===== src/rtl/mux_arb_reg.sv =====
// rtl/mux_arb_reg.sv - registered N:1 channel mux with explicit-select and round-robin arbitration
module mux_arb_reg #(
  parameter int WIDTH = 8,
  parameter int N     = 4,
  parameter int SELW  = (N > 1) ? $clog2(N) : 1
) (
  input  logic               clk,
  input  logic               rst,
  input  logic [N*WIDTH-1:0] in_data,
  input  logic [N-1:0]       in_valid,
  output logic [N-1:0]       in_ready,
  input  logic               mode,
  input  logic [SELW-1:0]    sel,
  output logic [WIDTH-1:0]   out_data,
  output logic [SELW-1:0]    out_chan,
  output logic               out_valid,
  input  logic               out_ready
);

  logic [WIDTH-1:0] out_data_q, out_data_d;
  logic [SELW-1:0]  out_chan_q, out_chan_d;
  logic             out_valid_q, out_valid_d;
  logic [SELW-1:0]  last_grant_q, last_grant_d;

  logic             can_load;
  logic             grant_vld;
  logic [SELW-1:0]  grant_idx;
  logic [WIDTH-1:0] grant_data;
  logic             load;
  int               start_idx;
  int               cand;

  // The single output slot accepts a word when empty or being drained this cycle
  assign can_load = !out_valid_q || out_ready;

  // Pick the granted channel; an out-of-range sel matches no channel and so never aliases
  always_comb begin
    grant_vld = 1'b0;
    grant_idx = '0;
    start_idx = 0;
    cand      = 0;
    if (!mode) begin
      for (int i = 0; i < N; i++) begin
        if (sel == SELW'(i) && in_valid[i]) begin
          grant_vld = 1'b1;
          grant_idx = SELW'(i);
        end
      end
    end else begin
      start_idx = (int'(last_grant_q) + 1) % N;
      for (int k = 0; k < N; k++) begin
        cand = start_idx + k;
        if (cand >= N) begin
          cand = cand - N;
        end
        for (int i = 0; i < N; i++) begin
          if (!grant_vld && cand == i && in_valid[i]) begin
            grant_vld = 1'b1;
            grant_idx = SELW'(i);
          end
        end
      end
    end
  end

  // One-hot ready to the granted channel only, suppressed while in reset
  always_comb begin
    in_ready = '0;
    if (!rst && can_load && grant_vld) begin
      for (int i = 0; i < N; i++) begin
        if (grant_idx == SELW'(i)) begin
          in_ready[i] = 1'b1;
        end
      end
    end
  end

  // Route the granted channel's word towards the output register
  always_comb begin
    grant_data = '0;
    for (int i = 0; i < N; i++) begin
      if (grant_idx == SELW'(i)) begin
        grant_data = in_data[i*WIDTH +: WIDTH];
      end
    end
  end

  assign load = |(in_ready & in_valid);

  // Next state: load on input transfer, otherwise empty on drain, otherwise hold
  always_comb begin
    out_data_d   = out_data_q;
    out_chan_d   = out_chan_q;
    out_valid_d  = out_valid_q;
    last_grant_d = last_grant_q;
    if (load) begin
      out_data_d   = grant_data;
      out_chan_d   = grant_idx;
      out_valid_d  = 1'b1;
      last_grant_d = grant_idx;
    end else if (out_valid_q && out_ready) begin
      out_valid_d  = 1'b0;
    end
  end

  // State registers; pointer resets to N-1 so the first round-robin search starts at channel 0
  always_ff @(posedge clk) begin
    if (rst) begin
      out_data_q   <= '0;
      out_chan_q   <= '0;
      out_valid_q  <= 1'b0;
      last_grant_q <= SELW'(N - 1);
    end else begin
      out_data_q   <= out_data_d;
      out_chan_q   <= out_chan_d;
      out_valid_q  <= out_valid_d;
      last_grant_q <= last_grant_d;
    end
  end

  assign out_data  = out_data_q;
  assign out_chan  = out_chan_q;
  assign out_valid = out_valid_q;

endmodule

===== config.mk =====
export PLATFORM = sky130hd
export DESIGN_NAME = mux_arb_reg
export DESIGN_NICKNAME = d
export VERILOG_FILES = /design/src/rtl/mux_arb_reg.sv
export SDC_FILE = /design/constraint.sdc
export NUM_CORES = 1
export LEC_CHECK = 0
export BUFFER_PORTS_ARGS = -buffer_cell sky130_fd_sc_hd__buf_4
export CELL_PAD_IN_SITES_DETAIL_PLACEMENT = 0
export CELL_PAD_IN_SITES_GLOBAL_PLACEMENT = 1
export CORE_AREA = 2 2 57 59
export DETAILED_ROUTE_END_ITERATION = 6
export DIE_AREA = 0 0 59 61
export HOLD_SLACK_MARGIN = 0.12
export PLACE_DENSITY = 0.83
export SYNTH_ARGS = -nofsm -noshare
export SYNTH_HDL_FRONTEND = slang
export SYNTH_SLANG_ARGS = --single-unit

===== constraint.sdc =====
create_clock -name clk -period 3.55 [get_ports clk]
set_clock_uncertainty 0.05 [all_clocks]
set_input_delay 0.71 -clock clk [delete_from_list [all_inputs] [get_ports clk]]
set_output_delay 0.71 -clock clk [all_outputs]
set_load 0.005 [all_outputs]

==> impl_metrics.tcl, run 1 <==
set metrics [dict create \
    syn_area_per_cell_sq_um 9.01 \
    status "complete, no violations" \
    drt_iter0_drc 27 \
    critPathKind "input pin to primary output" \
    layout.nets 198 \
    portBuffers 56 \
    clock.fmax_mhz 353 \
    worst_pin_slew_ns 0.407 \
    drive_gt1_share_pct 41.3 \
    slowest_delay_ns 0.35 \
    grt_util_met1_pct 18.5 \
    timing.max_cap.violations 0 \
    timing.final.ws_setup_ns 0.716 \
    crit_family "buffers and inverters" \
    wirelength_mm 2.52 \
    hold_depth 2 \
    crit_fanout 13 \
    yosys.area_share.simple_pct 21.0 \
    r2r-end "out_data[5]$_SDFFE_PP0P_" \
    muxShareOfSynthArea_pct 21.5 \
    hpwl_mm 1.89 \
    timing.final.crit_share_pct 79.8 \
    start_util_pct 30.2 \
    synth.distinct_cells 31 \
    gp_congestion 0.758 \
    r2r-start "last_grant_q[1]$_SDFFE_PP1P_" \
    synth_area_leaders "dfxtp_1 (29%), mux2i_1 (20%), o221ai_1 (7.9%)" \
    cts_sinks 13 \
    crit_path_start "in_valid[1]" \
    firstDrtPassIters 4 \
    tritoncts "done" \
    synth_adder_area_share_pct 0 \
    synth_ff_type "dfxtp_1" \
    use_met3_pct 3.20 \
    setup_tns_ns 0 \
    crit_path_cell_trace "buf_4, nor2_1, a21oi_1, o22ai_1, a31o_1, buf_4, nor3_1, buf_4" \
    cp.required_ns 2.79 \
    numCtsBuffers 3 \
    total_power_w 0.000438 \
    critPathCaptureType "primary output" \
    grt.total_usage_pct 14.9 \
    met2_usage_pct 24.6 \
    synth.most_common_cell "mux2i_1" \
    synthToLayoutAreaGrowth_pct 51.1 \
    num_antenna_cells 0 \
    htreeDepth 1 \
    via_count 966 \
    ant_nets 0 \
    synth-seq-area-share_pct 29.2 \
    grt_pass1_wl_mm 4.08 \
    clk_transition_reported_paths_ns 0.08 \
    slew_violations 0 \
    rrSetupSlack_ns 1.65 \
    wl_per_cell_um 13.4 \
    yosys_warnings 0 \
    coreArea_sq_mm 0.00295 \
    ys_seq_elements 13 \
    grt_pass1_vias 942 \
    yosys-top-cells-count "mux2i_1 (18), dfxtp_1 (13), nand3b_1 (8), o221ai_1 (8)" \
    clkLatencyLatePin_ns 0.27 \
    hold_end "out_valid$_SDFFE_PP0P_" \
    vias_per_cell 5.14 \
    yosysTopAreaCell "dfxtp_1" \
    final_area_sq_mm 0.00135 \
    io_pins 57 \
    hold_start "out_valid$_SDFFE_PP0P_" \
    overflow 0 \
    post_dp_cell_area_sq_mm 0.00132 \
    die_y_um 61 \
    preCtsSetupSlack_ns 0.712 \
    fin_crit_ns 2.83 \
    critPathBufInv 3 \
    slew_headroom_pct 72.7 \
    drc 0 \
    cts_repair_resize_count 0 \
    syn-instance-count 99 \
    finalHoldViolations 0 \
    ys_async_sr_fraction_pct 0 \
    synth_compound_area_share_pct 22.2 \
    start_kind "input pin" \
    clockBufferDepth 2 \
    synth_top_family_by_area "compound AO/OA/AOI/OAI gates" \
    critPathSlowestCell "a31o_1" \
    grt_max_degree 15 \
    synthXorXnorAreaFrac_pct 0 \
    grt_setup_unrepaired "false" \
    post-route-util_pct 45.6 \
    peakVddDrop_mv 0.176 \
    cp.arrival_ns 2.07 \
    finalSetupViolations 0 \
    worstHoldPathType "flip-flop to flip-flop" \
    row_count 20 \
    ctsHoldBuffers 0 \
    synth_top_area_share_pct 29.2 \
    cts_root_buf "clkbuf_4" \
    syn_area_sq_um 892 \
    crit_top_cell "buf_4" \
    busiest_layer "met2" \
    p_per_area_mw_per_mm2 325 \
    synth_nets 141 \
    die_w_um 59 \
    leakagePower_nw 0.616 \
    synth_edf_count 0 \
    cts_setup_buffers 0 \
    dieArea_sq_mm 0.00360 \
    antenna_found_initial 0 \
    r2r_cells 7 \
]
[where the power goes]
group          total (W)  internal (W)  switching, W
Sequential      0.000179      0.000166     0.0000131
Combinational   0.000168     0.0000980     0.0000701
Clock          0.0000907     0.0000435     0.0000473
Total           0.000438      0.000308      0.000130
[flip-flops by register name (all words and copies together), names as in the netlist]
signal and cells:
last_grant_q 2, out_chan 2, out_data 8, out_valid 1
[worst max-delay path by stage]
stage | endpoint | slack, ns | cells after the start
after global routing | in_ready[0] | 0.58 | 8
final | in_ready[0] | 0.72 | 8
after floorplan | in_ready[1] | 1.06 | 8
after detailed placement | in_ready[0] | 0.71 | 8
after global placement | in_ready[0] | 0.74 | 8
after CTS | in_ready[0] | 0.71 | 8
[metal layers]
layer	part of all wire, %	vias up
met1	44	436
met4	0.83	0
met3	9.1	2
li1	-	482
met5	0	-
met2	46	46
[cell usage in the layout (no fill, tap or decap), types with 2 or more instances in the layout]
| cell | n |
|---|---|
| a21oi_1 | 6 |
| and2_1 | 3 |
| buf_4 | 58 |
| clkbuf_4 | 3 |
| dfxtp_1 | 13 |
| inv_1 | 2 |
| mux2i_1 | 18 |
| nand2b_1 | 6 |
| nand3b_1 | 8 |
| nor2_1 | 5 |
| nor2b_1 | 3 |
| nor3_1 | 2 |
| o21ai_1 | 3 |
| o221ai_1 | 8 |
| o22ai_1 | 2 |
[layout make-up]
type	count	area (sq um)
clock buffer	4	26.3
fill	295	1610
inverter	2	7.51
multi-input combinational	78	577
sequential	13	260
tap	33	41.3
timing repair buffer	58	435
[per-stage QoR]
stage	hold slack, ns	std cells
after floorplan	0.437	99
after global placement	0.436	184
after detailed placement	0.438	184
after CTS	0.463	188
after global routing	0.491	188
final	0.459	188
[kinds of logic after synthesis]
group           after synthesis
simple gates                 31
compound gates               28
mux                          19
flops                        13
buf+inv                       8
[worst min-delay path, delay by kind of cell, from the launching register on]
kind | cells | cell delay (ns)
AND/OR/NAND/NOR | 1 | 0.08
flip-flops | 1 | 0.32
AO/OA/AOI/OAI | 1 | 0.06
No activity file was read; power rests on OpenSTA's default activity.
==> run 2, diff against run 1 <==
Settings changed: ABC_AREA set to 1, CORE_AREA 2 2 57 59 to 2 2 68 70, DIE_AREA 0 0 59 61 to 0 0 70 72, PLACE_DENSITY 0.83 to 0.79.
Clock period 3.55 ns to 2.85 ns, I/O delays scaled along.
==> impl_metrics.tcl, run 2 <==
set metrics [dict create \
    clkLatencyLatePin_ns 0.24 \
    n_fill_cell 468 \
    swShare_pct 37.2 \
    grt_max_degree 21 \
    die_w_um 70 \
    tritoncts "done" \
    yosysTopAreaCell "dfxtp_1" \
    io_pins 57 \
    cp.required_ns 2.23 \
    fin_hold_ws_ns 0.415 \
    final_area_sq_mm 0.00197 \
    timing.max_cap.violations 0 \
    synth.most_common_cell "nor2_1" \
    start_kind "flip-flop" \
    drt_iter0_drc 38 \
    layoutNonFillerInstCount 341 \
    drc 0 \
    pwr-share-clk_pct 20.6 \
    firstDrtPassIters 4 \
    portBuffers 56 \
    htreeDepth 1 \
    total_power_w 0.000801 \
    slew_headroom_pct 77.9 \
    timing.final.crit_share_pct 99.6 \
    slew_violations 0 \
    rrSetupSlack_ns 0.30 \
    peakVddDrop_mv 0.243 \
    cp.arrival_ns 2.22 \
    row_count 24 \
    worst_pin_slew_ns 0.332 \
    crit_fanout 4 \
    start_util_pct 29.3 \
    cts_sinks 13 \
    wirelength_mm 3.75 \
    hpwl_mm 3.07 \
    antenna_found_initial 0 \
    cts_root_buf "clkbuf_8" \
    finalSetupViolations 0 \
    grt.total_usage_pct 15.3 \
    p_seq_share_pct 27.0 \
    synth-seq-area-share_pct 20.9 \
    combPwrFrac_pct 52.5 \
    ys_async_sr_fraction_pct 0 \
    die_y_um 72 \
    clk_transition_reported_paths_ns 0.05 \
    critPathCaptureType "primary output" \
    yosys-top-cells-count "nor2_1 (48), nand2_1 (43), inv_1 (30), nand3_1 (30), dfxtp_1 (13)" \
    wl_per_cell_um 11.0 \
    ctsHoldBuffers 0 \
    grt_pass1_wl_mm 6.25 \
    clockBufferDepth 2 \
    synthToLayoutAreaGrowth_pct 58.2 \
    dieArea_sq_mm 0.00504 \
    synth.distinct_cells 29 \
    overflow 0 \
    synth_top_area_share_pct 20.9 \
    gp_congestion 0.848 \
    power_switching_w 0.000298 \
    worstHoldPathType "flip-flop to flip-flop" \
    grt_setup_unrepaired "true" \
    fin_crit_ns 2.84 \
    syn_area_sq_mm 0.00125 \
    final_cell_mix "buf_4 (78), nand2_1 (43), nor2_1 (42), inv_1 (29), nand3_1 (29)" \
    status "complete, no violations" \
    grt_pass1_vias 1448 \
    syn_area_per_cell_sq_um 5.94 \
    numCtsBuffers 3 \
    synth_ff_type "dfxtp_1" \
    synth_edf_count 0 \
    yosys_warnings 0 \
    final_common_cell "buf_4" \
    largest_register_ff_count 8 \
    leakagePower_nw 1.04 \
    layout.nets 332 \
    drive_gt1_share_pct 40.5 \
    place_inst 332 \
    finalHoldViolations 0 \
    synth_area_leaders "dfxtp_1 (21%), nor2_1 (14%), nand2_1 (13%)" \
    post_dp_cell_area_sq_mm 0.00183 \
    synth_nets 252 \
    vias_per_cell 4.47 \
    num_antenna_cells 0 \
    ant_nets 0 \
    syn-instance-count 210 \
    setup_tns_ns 0 \
    p_int_w 0.000503 \
    clock.fmax_mhz 352 \
    via_count 1525 \
    p_per_area_mw_per_mm2 406 \
    ys_seq_elements 13 \
    coreArea_sq_mm 0.00426 \
    critPathKind "flip-flop to primary output" \
]
[run 2: metal layers]
metal / up-vias / GRT usage [%] / wire, um
li1: 823 / - / -
met1: 651 / 16.8 / 1560
met2: 47 / 28.0 / 1800
met3: 4 / 6.53 / 362
met4: 0 / 2.78 / 31
met5: - / 0 / 0
[run 2: worst max-delay path: stages, from the launching register on]
cell	delay, ns
dfxtp_2	0.33
inv_2	0.10
nor2_2	0.06
nand2_1	0.10
inv_2	0.05
nor2_4	0.14
nand4_4	0.10
nor2_4	0.14
nand4_4	0.12
nor2_4	0.13
nand4_1	0.13
nand2_2	0.11
nor2_2	0.05
nor2_4	0.14
nand2_2	0.07
nor2_2	0.10
buf_4	0.12
[run 2: logic make-up after synthesis]
family,count (synthesis),share of synthesized area [%]
simple gates,145,57.1
flops,13,20.9
buf+inv,38,13.2
compound gates,14,8.83
[run 2: path summary, 6_finish.rpt]
| path | start | to | cells past startpoint |
|---|---|---|---|
| worst max-delay path | last_grant_q[1]$_SDFFE_PP1P_ | in_ready[2] | 16 |
| worst min-delay path | out_chan[1]$_SDFFE_PP0P_ | out_chan[1]$_SDFFE_PP0P_ | 2 |
| worst max register to register | last_grant_q[1]$_SDFFE_PP1P_ | out_data[2]$_SDFFE_PP0P_ | 20 |
| worst min register to register | out_chan[1]$_SDFFE_PP0P_ | out_chan[1]$_SDFFE_PP0P_ | 2 |
[run 2: per-stage QoR]
step / util (%) / worst slack (ns)
6_report: 46.3 / 0.0122
3_3_place_gp: 43.0 / -0.00155
3_5_place_dp: 43.0 / -0.0634
4_1_cts: 45.4 / -0.0412
5_1_grt: 46.3 / -0.186
2_1_floorplan: - / 0.239
[run 2: cell type report]
type / instances / area, sq um / share of cell area [%]
well taps: 52 / 65.1 / 3.30
multi-input cells: 159 / 866 / 43.9
repair buffers: 80 / 608 / 30.8
flip-flops and latches: 13 / 265 / 13.4
clock buffers: 4 / 45.0 / 2.28
inverters: 33 / 124 / 6.28
[run 2: power by group through the flow]
stage / registers (W) / logic, W / clock network (W)
floorplan: 0.000219 / 0.000234 / 0
global placement: 0.000218 / 0.000394 / 0
detailed placement: 0.000218 / 0.000395 / 0
CTS: 0.000216 / 0.000416 / 0.000173
global route: 0.000219 / 0.000468 / 0.000184
finish: 0.000216 / 0.000420 / 0.000165
[run 2: timing repair]
| action | in CTS | in global routing |
|---|---|---|
| buffers inserted | 3 | 2 |
| pin swaps | 3 | 5 |
| gates resized for setup | 10 | 7 |
| endpoints found under the setup margin | 4 | 4 |
| gates cloned | 0 | 0 |
==> run 3, diff against run 2 <==
Settings changed: CAP_MARGIN set to 25, CORE_AREA 2 2 68 70 to 2 2 65 67, DIE_AREA 0 0 70 72 to 0 0 67 69, PLACE_DENSITY 0.79 to 0.85.
Clock period 2.85 ns to 3.5 ns, I/O delays scaled along.
==> impl_metrics.tcl, run 3 (synthesized netlist as in run 2, its figures left out) <==
set metrics [dict create \
    peakVddDrop_mv 0.278 \
    numCtsBuffers 3 \
    leakagePower_nw 0.925 \
    timing.final.crit_share_pct 93.0 \
    drt_iter0_drc 65 \
    r2r_cells 18 \
    critPathKind "input pin to primary output" \
    final_cell_mix "buf_4 (56), nor2_1 (48), nand2_1 (43), inv_1 (30), nand3_1 (30)" \
    ant_nets 0 \
    cp.arrival_ns 2.50 \
    finalHoldViolations 0 \
    r2r-start "last_grant_q[1]$_SDFFE_PP1P_" \
    coreArea_sq_mm 0.00391 \
    critPathCaptureType "primary output" \
    grt.total_usage_pct 15.8 \
    antenna_found_initial 0 \
    wl_per_cell_um 11.2 \
    drc 0 \
    timing.max_cap.violations 0 \
    status "complete, no violations" \
    tritoncts "done" \
    cts_root_buf "clkbuf_8" \
    vias_per_cell 4.52 \
    clk_transition_reported_paths_ns 0.05 \
    post-route-util_pct 44.4 \
    synthToLayoutAreaGrowth_pct 39.4 \
    gp_congestion 0.841 \
    crit_fanout 7 \
    wirelength_mm 3.54 \
    worstHoldPathType "flip-flop to flip-flop" \
    total_power_w 0.000589 \
    largest_register_ff_count 8 \
    hpwl_mm 2.88 \
    portBuffers 56 \
    overflow 0 \
    die_y_um 69 \
    cp.required_ns 2.75 \
    via_count 1423 \
    dieArea_sq_mm 0.00462 \
    htreeDepth 1 \
    grt_setup_unrepaired "false" \
    setup_tns_ns 0 \
    io_pins 57 \
    hold_start "out_chan[1]$_SDFFE_PP0P_" \
    slew_headroom_pct 67.2 \
    worst_pin_slew_ns 0.490 \
    die_w_um 67 \
    firstDrtPassIters 4 \
    crit_path_start "in_valid[2]" \
    row_count 23 \
    slew_violations 0 \
    layout.nets 308 \
    grt_pass1_vias 1362 \
    num_antenna_cells 0 \
    fin_crit_ns 3.25 \
    clock.fmax_mhz 307 \
    start_kind "input pin" \
    finalSetupViolations 0 \
    hold_depth 2 \
    start_util_pct 31.9 \
    final_common_cell "buf_4" \
    clockBufferDepth 2 \
    grt_pass1_wl_mm 5.84 \
    drive_gt1_share_pct 30.2 \
    grt_max_degree 21 \
    clkLatencyLatePin_ns 0.24 \
    p_per_area_mw_per_mm2 338 \
    cts_sinks 13 \
]
[run 3: cell types whose count changed in the layout (fill, tap and decap cells not counted), sizes merged]
cell	delta
buf	-24
[run 3: worst paths after layout]
check,slack [ns],end
worst max register to register,1.01,out_data[2]$_SDFFE_PP0P_
worst min-delay path,0.43,out_chan[1]$_SDFFE_PP0P_
worst max-delay path,0.25,in_ready[2]
worst min register to register,0.43,out_chan[1]$_SDFFE_PP0P_
[run 3: report_power, final]
part / switching [W] / internal (W) / total, W
Sequential: 0.0000106 / 0.000164 / 0.000175
Combinational: 0.000161 / 0.000119 / 0.000280
Clock: 0.0000531 / 0.0000803 / 0.000133
[run 3: repair_timing]
| action | 4_1_cts | 5_1_grt |
|---|---|---|
| setup endpoints to repair | 0 | 1 |
| hold buffers | 0 | 0 |
| gates resized for setup | 0 | 1 |
| setup buffers | 0 | 0 |
[run 3: metal layers]
metal / GRT usage (%) / wire length, um
met1: 19.9 / 1530
met2: 25.7 / 1690
met3: 6.04 / 315
met4: 2.27 / 0
met5: 0 / 0
[run 3: final cells by class]
type                       instances  area, sq um
tap                               50         62.6
fill                             430         2170
sequential                        13          260
clock buffer                       4         45.0
multi-input combinational        159          827
timing repair buffer              56          420
inverter                          33          124
[run 3: through the flow]
stage | worst slack [ns] | area, sq um | hold WS [ns] | cells
after detailed placement | 0.196 | 1690 | 0.420 | 311
after global routing | 0.0243 | 1740 | 0.449 | 315
after CTS | 0.196 | 1730 | 0.428 | 315
after global placement | 0.238 | 1690 | 0.418 | 311
final | 0.246 | 1740 | 0.427 | 315
after floorplan | 0.629 | 1250 | 0.412 | 210
[run 3: worst max-delay path: stages]
cell and delay, ns:
buf_4 0.13, nand3_1 0.12, nand3_2 0.11, nor2_4 0.12
nand4_2 0.12, nor2_4 0.14, nand4_4 0.11, nor2_4 0.13
nand4_1 0.13, nand2_2 0.13, nor2_1 0.08, nor2_4 0.15
nand2_4 0.10, nor2_1 0.11, buf_4 0.12
